===== src/rtl/minterm_sweeper.sv =====
// -----------------------------------------------------------------------------
// minterm_sweeper
//   Drives a 4-input combinational function under test through all 16
//   minterms, in binary or Gray order. It samples f once per minterm, builds
//   the measured truth table and compares it with an expected table that is
//   captured when a sweep starts.
//
// Parameters
//   SETTLE : cycles each vector is held before f is sampled (1..15)
//   GRAY   : 0 = binary minterm order, 1 = Gray-code order
//
// Ports
//   clk, rst_n     : rising-edge clock, asynchronous active-low reset
//   start          : single-cycle sweep request, honoured only in IDLE
//   expect_tt[15:0]: expected truth table (bit m = f for minterm m)
//   f              : output of the function under test
//   a, b, c, d     : registered drive vector, a = MSB of the minterm
//   busy           : high while a sweep is running
//   done           : one-cycle pulse when a sweep completes
//   pass           : tt == captured expectation, valid from done until next start
//   tt[15:0]       : measured truth table, indexed by minterm value
//   mismatch_cnt   : number of mismatching minterms (0..16)
//   mismatch_idx   : lowest mismatching minterm, 0 when there is none
// -----------------------------------------------------------------------------
module minterm_sweeper #(
  parameter int SETTLE = 2,
  parameter int GRAY   = 0
) (
  input  logic        clk,
  input  logic        rst_n,
  input  logic        start,
  input  logic [15:0] expect_tt,
  input  logic        f,
  output logic        a,
  output logic        b,
  output logic        c,
  output logic        d,
  output logic        busy,
  output logic        done,
  output logic        pass,
  output logic [15:0] tt,
  output logic [4:0]  mismatch_cnt,
  output logic [3:0]  mismatch_idx
);

  typedef enum logic [1:0] {
    ST_IDLE = 2'd0,
    ST_RUN  = 2'd1,
    ST_DONE = 2'd2
  } state_e;

  // Value of the settle counter on the cycle whose closing edge samples f.
  localparam logic [3:0] SETTLE_LAST = 4'(SETTLE - 1);

  // Maps a step number onto the minterm driven during that step.
  function automatic logic [3:0] minterm_of(input logic [3:0] k);
    logic [3:0] m;
    if (GRAY != 0) begin
      m = k ^ {1'b0, k[3:1]};
    end else begin
      m = k;
    end
    return m;
  endfunction

  state_e      state_q, state_d;
  logic [3:0]  step_q, step_d;
  logic [3:0]  cnt_q, cnt_d;
  logic [3:0]  vec_q, vec_d;
  logic [15:0] exp_q, exp_d;
  logic [15:0] tt_q, tt_d;
  logic [4:0]  mcnt_q, mcnt_d;
  logic [3:0]  midx_q, midx_d;
  logic        busy_q, busy_d;
  logic        done_q, done_d;
  logic        pass_q, pass_d;
  logic [3:0]  cur_m_s;

  // State and datapath registers.
  always_ff @(posedge clk or negedge rst_n) begin
    if (!rst_n) begin
      state_q <= ST_IDLE;
      step_q  <= 4'd0;
      cnt_q   <= 4'd0;
      vec_q   <= 4'd0;
      exp_q   <= 16'd0;
      tt_q    <= 16'd0;
      mcnt_q  <= 5'd0;
      midx_q  <= 4'd0;
      busy_q  <= 1'b0;
      done_q  <= 1'b0;
      pass_q  <= 1'b0;
    end else begin
      state_q <= state_d;
      step_q  <= step_d;
      cnt_q   <= cnt_d;
      vec_q   <= vec_d;
      exp_q   <= exp_d;
      tt_q    <= tt_d;
      mcnt_q  <= mcnt_d;
      midx_q  <= midx_d;
      busy_q  <= busy_d;
      done_q  <= done_d;
      pass_q  <= pass_d;
    end
  end

  // Next-state and datapath update for the sweep sequencer.
  always_comb begin
    state_d = state_q;
    step_d  = step_q;
    cnt_d   = cnt_q;
    vec_d   = vec_q;
    exp_d   = exp_q;
    tt_d    = tt_q;
    mcnt_d  = mcnt_q;
    midx_d  = midx_q;
    busy_d  = busy_q;
    done_d  = 1'b0;
    pass_d  = pass_q;
    cur_m_s = minterm_of(step_q);

    case (state_q)
      ST_IDLE: begin
        if (start) begin
          state_d = ST_RUN;
          exp_d   = expect_tt;
          tt_d    = 16'd0;
          mcnt_d  = 5'd0;
          midx_d  = 4'd0;
          pass_d  = 1'b0;
          step_d  = 4'd0;
          cnt_d   = 4'd0;
          vec_d   = minterm_of(4'd0);
          busy_d  = 1'b1;
        end else begin
          state_d = ST_IDLE;
        end
      end

      ST_RUN: begin
        if (cnt_q == SETTLE_LAST) begin
          tt_d[cur_m_s] = f;
          if (f != exp_q[cur_m_s]) begin
            mcnt_d = mcnt_q + 5'd1;
            // Gray order can visit a higher minterm first, so keep the minimum
            // minterm value rather than the first one seen.
            if ((mcnt_q == 5'd0) || (cur_m_s < midx_q)) begin
              midx_d = cur_m_s;
            end else begin
              midx_d = midx_q;
            end
          end else begin
            mcnt_d = mcnt_q;
          end
          if (step_q == 4'd15) begin
            state_d = ST_DONE;
            done_d  = 1'b1;
            busy_d  = 1'b0;
            vec_d   = 4'd0;
            pass_d  = (tt_d == exp_q);
          end else begin
            step_d = step_q + 4'd1;
            cnt_d  = 4'd0;
            vec_d  = minterm_of(step_q + 4'd1);
          end
        end else begin
          cnt_d = cnt_q + 4'd1;
        end
      end

      ST_DONE: begin
        state_d = ST_IDLE;
      end

      default: begin
        state_d = ST_IDLE;
        busy_d  = 1'b0;
        vec_d   = 4'd0;
      end
    endcase
  end

  assign a            = vec_q[3];
  assign b            = vec_q[2];
  assign c            = vec_q[1];
  assign d            = vec_q[0];
  assign busy         = busy_q;
  assign done         = done_q;
  assign pass         = pass_q;
  assign tt           = tt_q;
  assign mismatch_cnt = mcnt_q;
  assign mismatch_idx = midx_q;

endmodule


===== config.mk =====
export PLATFORM = sky130hd
export DESIGN_NAME = minterm_sweeper
export DESIGN_NICKNAME = d
export VERILOG_FILES = /design/src/rtl/minterm_sweeper.sv
export SDC_FILE = /design/constraint.sdc
export NUM_CORES = 1
export LEC_CHECK = 0
export CAP_MARGIN = 40
export CORE_ASPECT_RATIO = 1.25
export CORE_MARGIN = 4
export CORE_UTILIZATION = 40
export CTS_CLUSTER_DIAMETER = 150
export DETAILED_ROUTE_END_ITERATION = 10
export SYNTH_ARGS = -nofsm -noshare
export SYNTH_HDL_FRONTEND = slang
export SYNTH_SLANG_ARGS = --single-unit

===== constraint.sdc =====
create_clock -name clk -period 2.8 [get_ports clk]
set_clock_uncertainty 0.2 [all_clocks]
set_input_delay 0.7 -clock clk [delete_from_list [all_inputs] [get_ports clk]]
set_output_delay 0.7 -clock clk [all_outputs]
set_load 0.005 [all_outputs]

# Word-level counts from Yosys, hierarchy flattened
# Index checks and enable logic that the tools add are counted.
# word_totals
ff_bits,58
out_inout_bits,32
inputBits,20
wordCells,87
# op_classes
bitwise_logic,1
add_sub_neg,3
order_cmp,3
n_eq_ne,13
reduce_logical,15
muxes,41
# op_table
op,n
4-bit two-way mux,10
16-bit two-way mux,2
16-bit case mux with 2 select lines,1
4-bit case mux with 2 select lines,3
16-bit bitwise mux,1
16-bit equality test,1
4-bit AND reduction,4
5-bit two-way mux,3
1-bit two-way mux,12
2-bit != test (second input constant),6
4-bit case mux with 3 select lines,1
5-bit case mux with 2 select lines,1
3-bit AND reduction,3
4-bit by 1-bit adder with 4-bit output (second input constant),2
5-bit by 1-bit adder with 5-bit output (second input constant),1
5-bit logical NOT,1
4-bit by 5-bit < comparator with 1-bit output (second input constant),1
5-bit AND reduction,1
1-bit binary-select mux with 4-bit select,1
1-bit demux with 4-bit select,1
4-bit by 1-bit equality test with 1-bit output (second input constant),1
4-bit equality test (second input constant),1
4-bit by 1-bit >= comparator with 1-bit output (second input constant),1
4-bit < comparator,1
14 further kinds,16

# Longest topological paths before layout
# depth
word_depth,9
mapped_depth,9
depth_no_buf,8

# Worst setup path after synthesis
# No wires, ideal clock.
# synth_timing
kind,register to register
start,register step_q[0] (netlist: cur_m_s[0])
end,register pass_q (netlist: pass)
setup_slack_ps,429
t_arrival_ps,2103
t_required_ps,2532
path_buffers,1
period_less_slack_ps,2371
setup_ps,68
stages_incl_launch_ff,10
path_cell_list,dfrtp_1 > buf_6 > inv_1 > ha_1 > nor3b_1 > mux2i_1 > xor2_1 > nand4_1 > a2111oi_0 > a32o_1
# synth_between
elab_chain_cells,9
word_cells_on_any_way,13
cone_classes,2 x order compare; 3 x eq/ne; 6 x mux; 2 x reduce/logical
# synth_rtl
element,line_no,rtl
start: declaration,67,"logic [3:0] step_q, step_d;"
start signal: assignment,95,step_q <= step_d;
4-bit by 5-bit < comparator with 1-bit output (not written as such) or 4-bit by 1-bit >= comparator with 1-bit output (tied branches),143,tt_d[cur_m_s] = f;
1-bit logical AND (not written as such),143,
1-bit two-way mux (not written as such),143,
1-bit demux with 4-bit select,143,
16-bit bitwise mux,143,
16-bit equality test,161,pass_d = (tt_d == exp_q);
1-bit two-way mux,156,if (step_q == 4'd15) begin
1-bit two-way mux,142,if (cnt_q == SETTLE_LAST) begin
1-bit case mux with 2 select lines,123,case (state_q)
end signal: assignment,104,pass_q <= pass_d;
end: declaration,76,"logic pass_q, pass_d;"
# Several ways; a longest one is shown, not always the timed one. The select of a mux whose other input is x is not followed.
# A chain may end at the register's enable or synchronous reset.

# Final worst setup path
# layout_timing
start,register step_q[0] (netlist: cur_m_s[0])
end,register mcnt_q[3] (netlist: mismatch_cnt[3])
# layout_between
elab_chain_cells,5
# layout_rtl
element,line_no,rtl
1-bit binary-select mux with 4-bit select,144,if (f != exp_q[cur_m_s]) begin
1-bit two-way mux (not written as such),144,
1-bit != test,144,
2-bit != test (no line),-,
4-bit AND reduction (no line),-,
end signal: assignment,100,mcnt_q <= mcnt_d;
end: declaration,72,"logic [4:0] mcnt_q, mcnt_d;"
# No other way between the ends. The select of a mux whose other input is x is not followed.

==> results.py <==
metrics = {
    "power": {
        "cellLeakagePower_nw": 2.06,
        "pwr_density_cell_nw_per_um2": 988,
        "max-vdd-ir-drop_mv": 0.451,
    },
    "timing": {
        "drv_slew": 0,
        "slew_headroom": 0.550,
        "finalCritPeriodShare": 0.962,
        "fin_setup_tns_ns": 0,
        "rsz0062_at_grt": "no",
        "hold_viol": 0,
        "tightest_slew_ns": 0.675,
        "max_freq_ghz": 0.371,
        "setup_viol": 0,
        "worst_slack_ns": 0.107,
        "fin_crit_ns": 2.69,
    },
    "detailed_routing": {
        "vias_per_cell": 5.42,
        "first_iter_violations": 170,
        "ant_nets": 0,
        "dr.pass1.iters": 5,
        "wl_per_cell_um": 16.1,
        "route.detailed.drc": 0,
        "dr_total_vias": 2910,
        "wl_mm": 8.66,
    },
    "clocking": {
        "cts-root-buf": "clkbuf_8",
        "cts_hold_buffers": 0,
        "cts_max_level": 3,
        "clockBufferDepth": 2,
        "clkSinkCount": 58,
        "clk_latency_ns": 0.36,
        "postCtsSetupBuffers": 0,
        "cts_made_buffers": 9,
        "cts_resized": 0,
        "path_clk_slew_ns": 0.07,
        "cts_tree": "yes",
    },
    "floorplanning": {
        "row_count": 37,
        "die_y_um": 111,
        "die_area_um2": 10000,
        "io_pins": 52,
        "die_x_um": 90.5,
        "start_util": 0.413,
        "core_area_um2": 8240,
    },
    "setup_path": {
        "crit_path_max_fanout": 9,
        "crit_arrival_ns": 2.79,
        "ff2ff_setup_slack_ns": 0.11,
        "regToRegEndpoint": "mismatch_cnt[3]$_DFFE_PN0P_",
        "r2r_cells": 6,
        "setup.worst_path.class": "reg2reg",
        "end_kind": "register",
        "cp-startpoint": "cur_m_s[0]$_DFFE_PN0P_",
        "start_kind": "register",
        "worstReg2RegStart": "cur_m_s[0]$_DFFE_PN0P_",
        "cp_data_required_time_ns": 2.89,
        "worst_setup_path_endpoint": "mismatch_cnt[3]$_DFFE_PN0P_",
    },
    "yosys": {
        "synth_nets": 402,
        "synth_edf_count": 0,
        "synthCells": 370,
        "synth_seq_cells": 58,
        "synth-seq-area-share": 0.427,
        "synthesis.area_um2": 3400,
        "ys_warn_count": 0,
        "synthFlopType": "dfrtp_1",
        "async_flop_share": 1.00,
        "ys_types": 50,
        "synth.avg_cell_area_um2": 9.19,
    },
    "grt": {
        "grt_pass1_vias": 2846,
        "grt_max_degree": 31,
        "grt_usage": 0.184,
        "grt-ovfl-total": 0,
        "antenna_found_initial": 0,
        "grt_pass1_wl_mm": 14.5,
    },
    "placement": {
        "post-place-ws_ns": 0.0428,
        "dp_cells": 521,
        "gp_congestion": 0.832,
        "placement.io_buffers": 51,
        "hpwl_mm": 6.62,
    },
    "cells_and_area": {
        "layout_common_cells": "nand2_1, dfrtp_1, clkdlybuf4s50_1",
        "drive_above_1_share": 0.107,
        "num_antenna_cells": 0,
        "final_common_cell": "nand2_1",
        "fin_cells": 537,
        "nNetsFinal": 467,
        "area_growth_pct": 27.3,
    },
    "run_status": {
        "status": "complete, no violations",
    },
    "run": {
        "drv_cap": 0,
    },
    "worst_hold_path": {
        "hold_class": "in2async",
    },
}
[where the power goes]
group	total, mW	switching (mW)	internal (mW)
Clock	0.842	0.333	0.509
Sequential	1.48	0.354	1.13
Combinational	1.95	0.975	0.980
Total	4.28	1.66	2.61
[area by class of cell]
class / count / area, µm²
multi-input cells: 280 / 1810
repair buffers: 73 / 683
inverters: 13 / 48.8
fillers: 802 / 3910
well taps: 97 / 121
flip-flops and latches: 58 / 1450
clock buffers: 15 / 186
clock inverters: 1 / 30.0
[registers in the layout, summed over array words and instances, names as in the netlist]
register      cells
mismatch_idx      4
vec_q             4
done              1
pass              1
tt               16
cur_m_s           4
busy              1
state_q           2
exp_q            16
mismatch_cnt      5
cnt_q             4
[worst max-delay path, cell delays in order, from the launching register on]
cell     delay, ns
dfrtp_1       0.58
mux4_1        0.62
mux2i_1       0.22
mux2i_1       0.28
o31ai_2       0.16
or4_1         0.49
nand2_1       0.09
[through the flow]
stage | hold slack [ns] | total power [mW] | utilization | instance area, µm²
after global placement | 0.253 | 3.44 | 0.499 | 4110
final | 0.176 | 4.28 | 0.525 | 4330
after floorplan | 0.204 | 2.70 | - | 3400
after detailed placement | 0.256 | 3.47 | 0.499 | 4110
after CTS | 0.194 | 4.32 | 0.525 | 4330
after global routing | 0.224 | 4.63 | 0.525 | 4330
[cell usage after synthesis, types with 2 or more instances]
cell | count | area share
ha_1 | 12 | 0.044
nor2_2 | 2 | 0.0037
a21o_1 | 5 | 0.011
o211ai_1 | 2 | 0.0044
nand2_1 | 75 | 0.083
and2b_1 | 2 | 0.0044
and2_1 | 2 | 0.0037
dfrtp_1 | 58 | 0.43
and3_1 | 4 | 0.0074
o31ai_1 | 3 | 0.0066
buf_2 | 3 | 0.0044
nand3_1 | 7 | 0.010
nand4_1 | 6 | 0.011
or4_1 | 2 | 0.0044
clkbuf_1 | 13 | 0.014
xnor2_1 | 3 | 0.0077
a21oi_1 | 13 | 0.019
mux2i_1 | 25 | 0.074
mux2_2 | 2 | 0.0066
nor3_1 | 3 | 0.0044
inv_1 | 13 | 0.014
nor2_1 | 16 | 0.018
nor2b_1 | 3 | 0.0055
o21ai_0 | 42 | 0.062
nor3b_1 | 4 | 0.0088
nand2b_1 | 3 | 0.0055
nand3b_1 | 5 | 0.011
xor2_1 | 15 | 0.039
a22o_1 | 2 | 0.0052
buf_6 | 2 | 0.0066
o22ai_1 | 4 | 0.0074
[worst min-delay path by stage]
stage | start | endpoint | slack, ns
floorplan | rst_n | busy$_DFFE_PN0P_ | 0.20
global placement | vec_q[1]$_DFFE_PN0P_ | vec_q[1]$_DFFE_PN0P_ | 0.25
detailed placement | vec_q[1]$_DFFE_PN0P_ | vec_q[1]$_DFFE_PN0P_ | 0.26
CTS | rst_n | exp_q[2]$_DFFE_PN0P_ | 0.19
global route | rst_n | tt[5]$_DFFE_PN0P_ | 0.22
finish | rst_n | tt[5]$_DFFE_PN0P_ | 0.18
[per-layer routing]
metal,vias to the layer above,wire [µm],GRT usage
met2,89,4060,0.285
met5,-,0,0
met4,0,195,0.0817
li1,1424,-,-
met1,1380,3950,0.238
met3,17,458,0.0563
[logic make-up (layout without fill, tap and decap cells)]
family / count (synthesis) / after routing / synth area share
buf+inv: 32 / 102 / 0.0420
simple gates: 138 / 138 / 0.192
flops: 58 / 58 / 0.427
fa+ha+maj: 12 / 12 / 0.0442
mux: 30 / 30 / 0.0979
xor+xnor: 18 / 18 / 0.0464
compound gates: 82 / 82 / 0.151
(Power assumes the default switching activity.)
==> patch: new RTL, config.mk and constraints unchanged <==
Set the parameter `GRAY` to 1 (it was 0). Comments in the files are not updated.
--- a/src/rtl/minterm_sweeper.sv
+++ b/src/rtl/minterm_sweeper.sv
@@ -25,5 +25,5 @@
 module minterm_sweeper #(
   parameter int SETTLE = 2,
-  parameter int GRAY   = 0
+  parameter int GRAY   = 1
 ) (
   input  logic        clk,
Check against the original RTL: not equivalent (a bounded check fails within 10 cycles, from zero or initial values and one cycle with rst_n low).
==> patch against the original RTL <==
- wire length up 3.2%
- total power rose by 18%
- final cell count is 2.4% lower
- largest cell class unchanged
- non-clock buffer count unchanged
- design area shrank 1.5%
- area after synthesis fell by 0.26%
- sequential share of layout area increased by 0.54 points
- setup slack gained 0.00087 ns
- critical endpoint is now mismatch_idx[2]
- sequential cell count is the same
- critical path depth is 1 higher
- core utilization shrank 0.79 points
==> patch: results (changes against the original RTL) <==
outcome:
  status: "finished clean"
global_route:
  grt_pass1_wl_um: 14800  # +2.0%
  grt_use_total_pct: 18.5  # +0.10 points
  first_global_vias: 2913  # +2.4%
  grt_max_degree: 35  # +13%
  use_met2_pct: 32.7  # +4.2 points
  use_met3_pct: 4.96  # -0.68 points
  grt.met1_usage_pct: 22.0  # -1.8 points
critical_path:
  cp_slowest_stage_delay_ns: 0.53  # -0.09 ns
  cp_max_fo: 5  # -4
  slowest_stage: "mux4_2"
  arrival_ns: 2.77  # -0.02 ns
cells_and_area:
  stdcell_count: 524  # -2.4%
  drive_above_1_share_pct: 11.7  # +1.0 points
  final_nets: 456  # -2.4%
  fillers: 819  # +2.1%
drt:
  wirelength_um: 8940  # +3.2%
  met1_length_um: 3780  # -4.2%
  met3WireLength_um: 439  # -4.1%
  drt_iter0_markers: 113  # -34%
  via_per_inst: 5.41  # -0.20%
  wl_met2_um: 4560  # +12%
  firstDrtPassIters: 4  # -1
placed_design:
  hpwl_um: 6630  # +0.27%
  placed_cell_area_mm2: 0.00406  # -1.3%
  gp_congestion: 0.863  # +3.7%
  place_inst: 509  # -2.3%
  post-place-ws_ns: 0.0622  # +0.0194 ns
cts:
  clkLatencyLatePin_ns: 0.34  # -0.02 ns
  htree_levels: 3  # unchanged
sta:
  slew_headroom_pct: 54.7  # -0.38 points
logic_synthesis:
  synthTopCellsByCount: "nand2_1 (76), dfrtp_1 (58), o21ai_0 (30)"
  synth_nets: 393  # -2.2%
  seq_area_frac_synth_pct: 42.8  # +0.11 points
  synth.distinct_cells: 47  # -6.0%
  avgSynthCellArea_um2: 9.42  # +2.5%
  synth_area_leaders: "dfrtp_1 (43%), nand2_1 (8.4%), ha_1 (4.8%), o21ai_0 (4.4%), mux2i_1 (4.1%)"
  synth_ff_type: "dfrtp_1"
pwr:
  swShare_pct: 41.6  # +2.7 points
  ir_drop_mv: 0.460  # +1.9%
[patch: cell types whose count changed after synthesis, moves of 4 or more]
cell and change:
xnor2_1 +8, nand3_1 +5, a21o_1 -4, clkbuf_8 +5, o21ai_0 -12, mux2i_1 -11
[patch: final timing paths]
kind                                   endpoint  depth (start not counted)       from  slack, ns
max in group asynchronous              exp_q[8]                          2      rst_n       1.64
min in group clk                       vec_q[0]                          2   vec_q[0]       0.28
worst max-delay path            mismatch_idx[2]                          7  step_q[1]       0.11
worst max register to register  mismatch_idx[2]                          7  step_q[1]       0.11
worst min register to register         vec_q[0]                          2   vec_q[0]       0.28
worst min-delay path                       done                          1      rst_n       0.17
[patch: power groups by stage]
stage	Sequential, mW	Clock [mW]	Combinational [mW]
after floorplan	1.45	0	1.85
after global placement	1.54	0	2.70
after detailed placement	1.55	0	2.74
after CTS	1.53	0.760	2.75
after global routing	1.58	0.797	3.04
final	1.54	0.742	2.78
[patch: cells by family after synthesis]
group	count (synthesis)	synth area share, %
AND/OR/NAND/NOR	138	18.7
XOR/XNOR	25	7.01
AO/OA/AOI/OAI	73	13.2
adder cells (fa/ha/maj)	13	4.80
buffers and inverters	34	5.50
flip-flops	58	42.8
multiplexers	19	7.90
[patch: what timing repair did]
action | in CTS | in global routing
endpoints found under the setup margin | 0 | 5
hold buffers | 0 | 0
gates resized for setup | 0 | 4
[patch: area by class of cell]
cell class | count | area, um^2 | share of cell area [%]
Sequential cell | 58 | 1450 | 34.1
Timing Repair Buffer | 73 | 683 | 16.0
Inverter | 13 | 48.8 | 1.15
Clock buffer | 13 | 179 | 4.20
Tap cell | 97 | 121 | 2.85
Multi-Input combinational cell | 268 | 1770 | 41.5
Clock inverter | 2 | 10.0 | 0.235
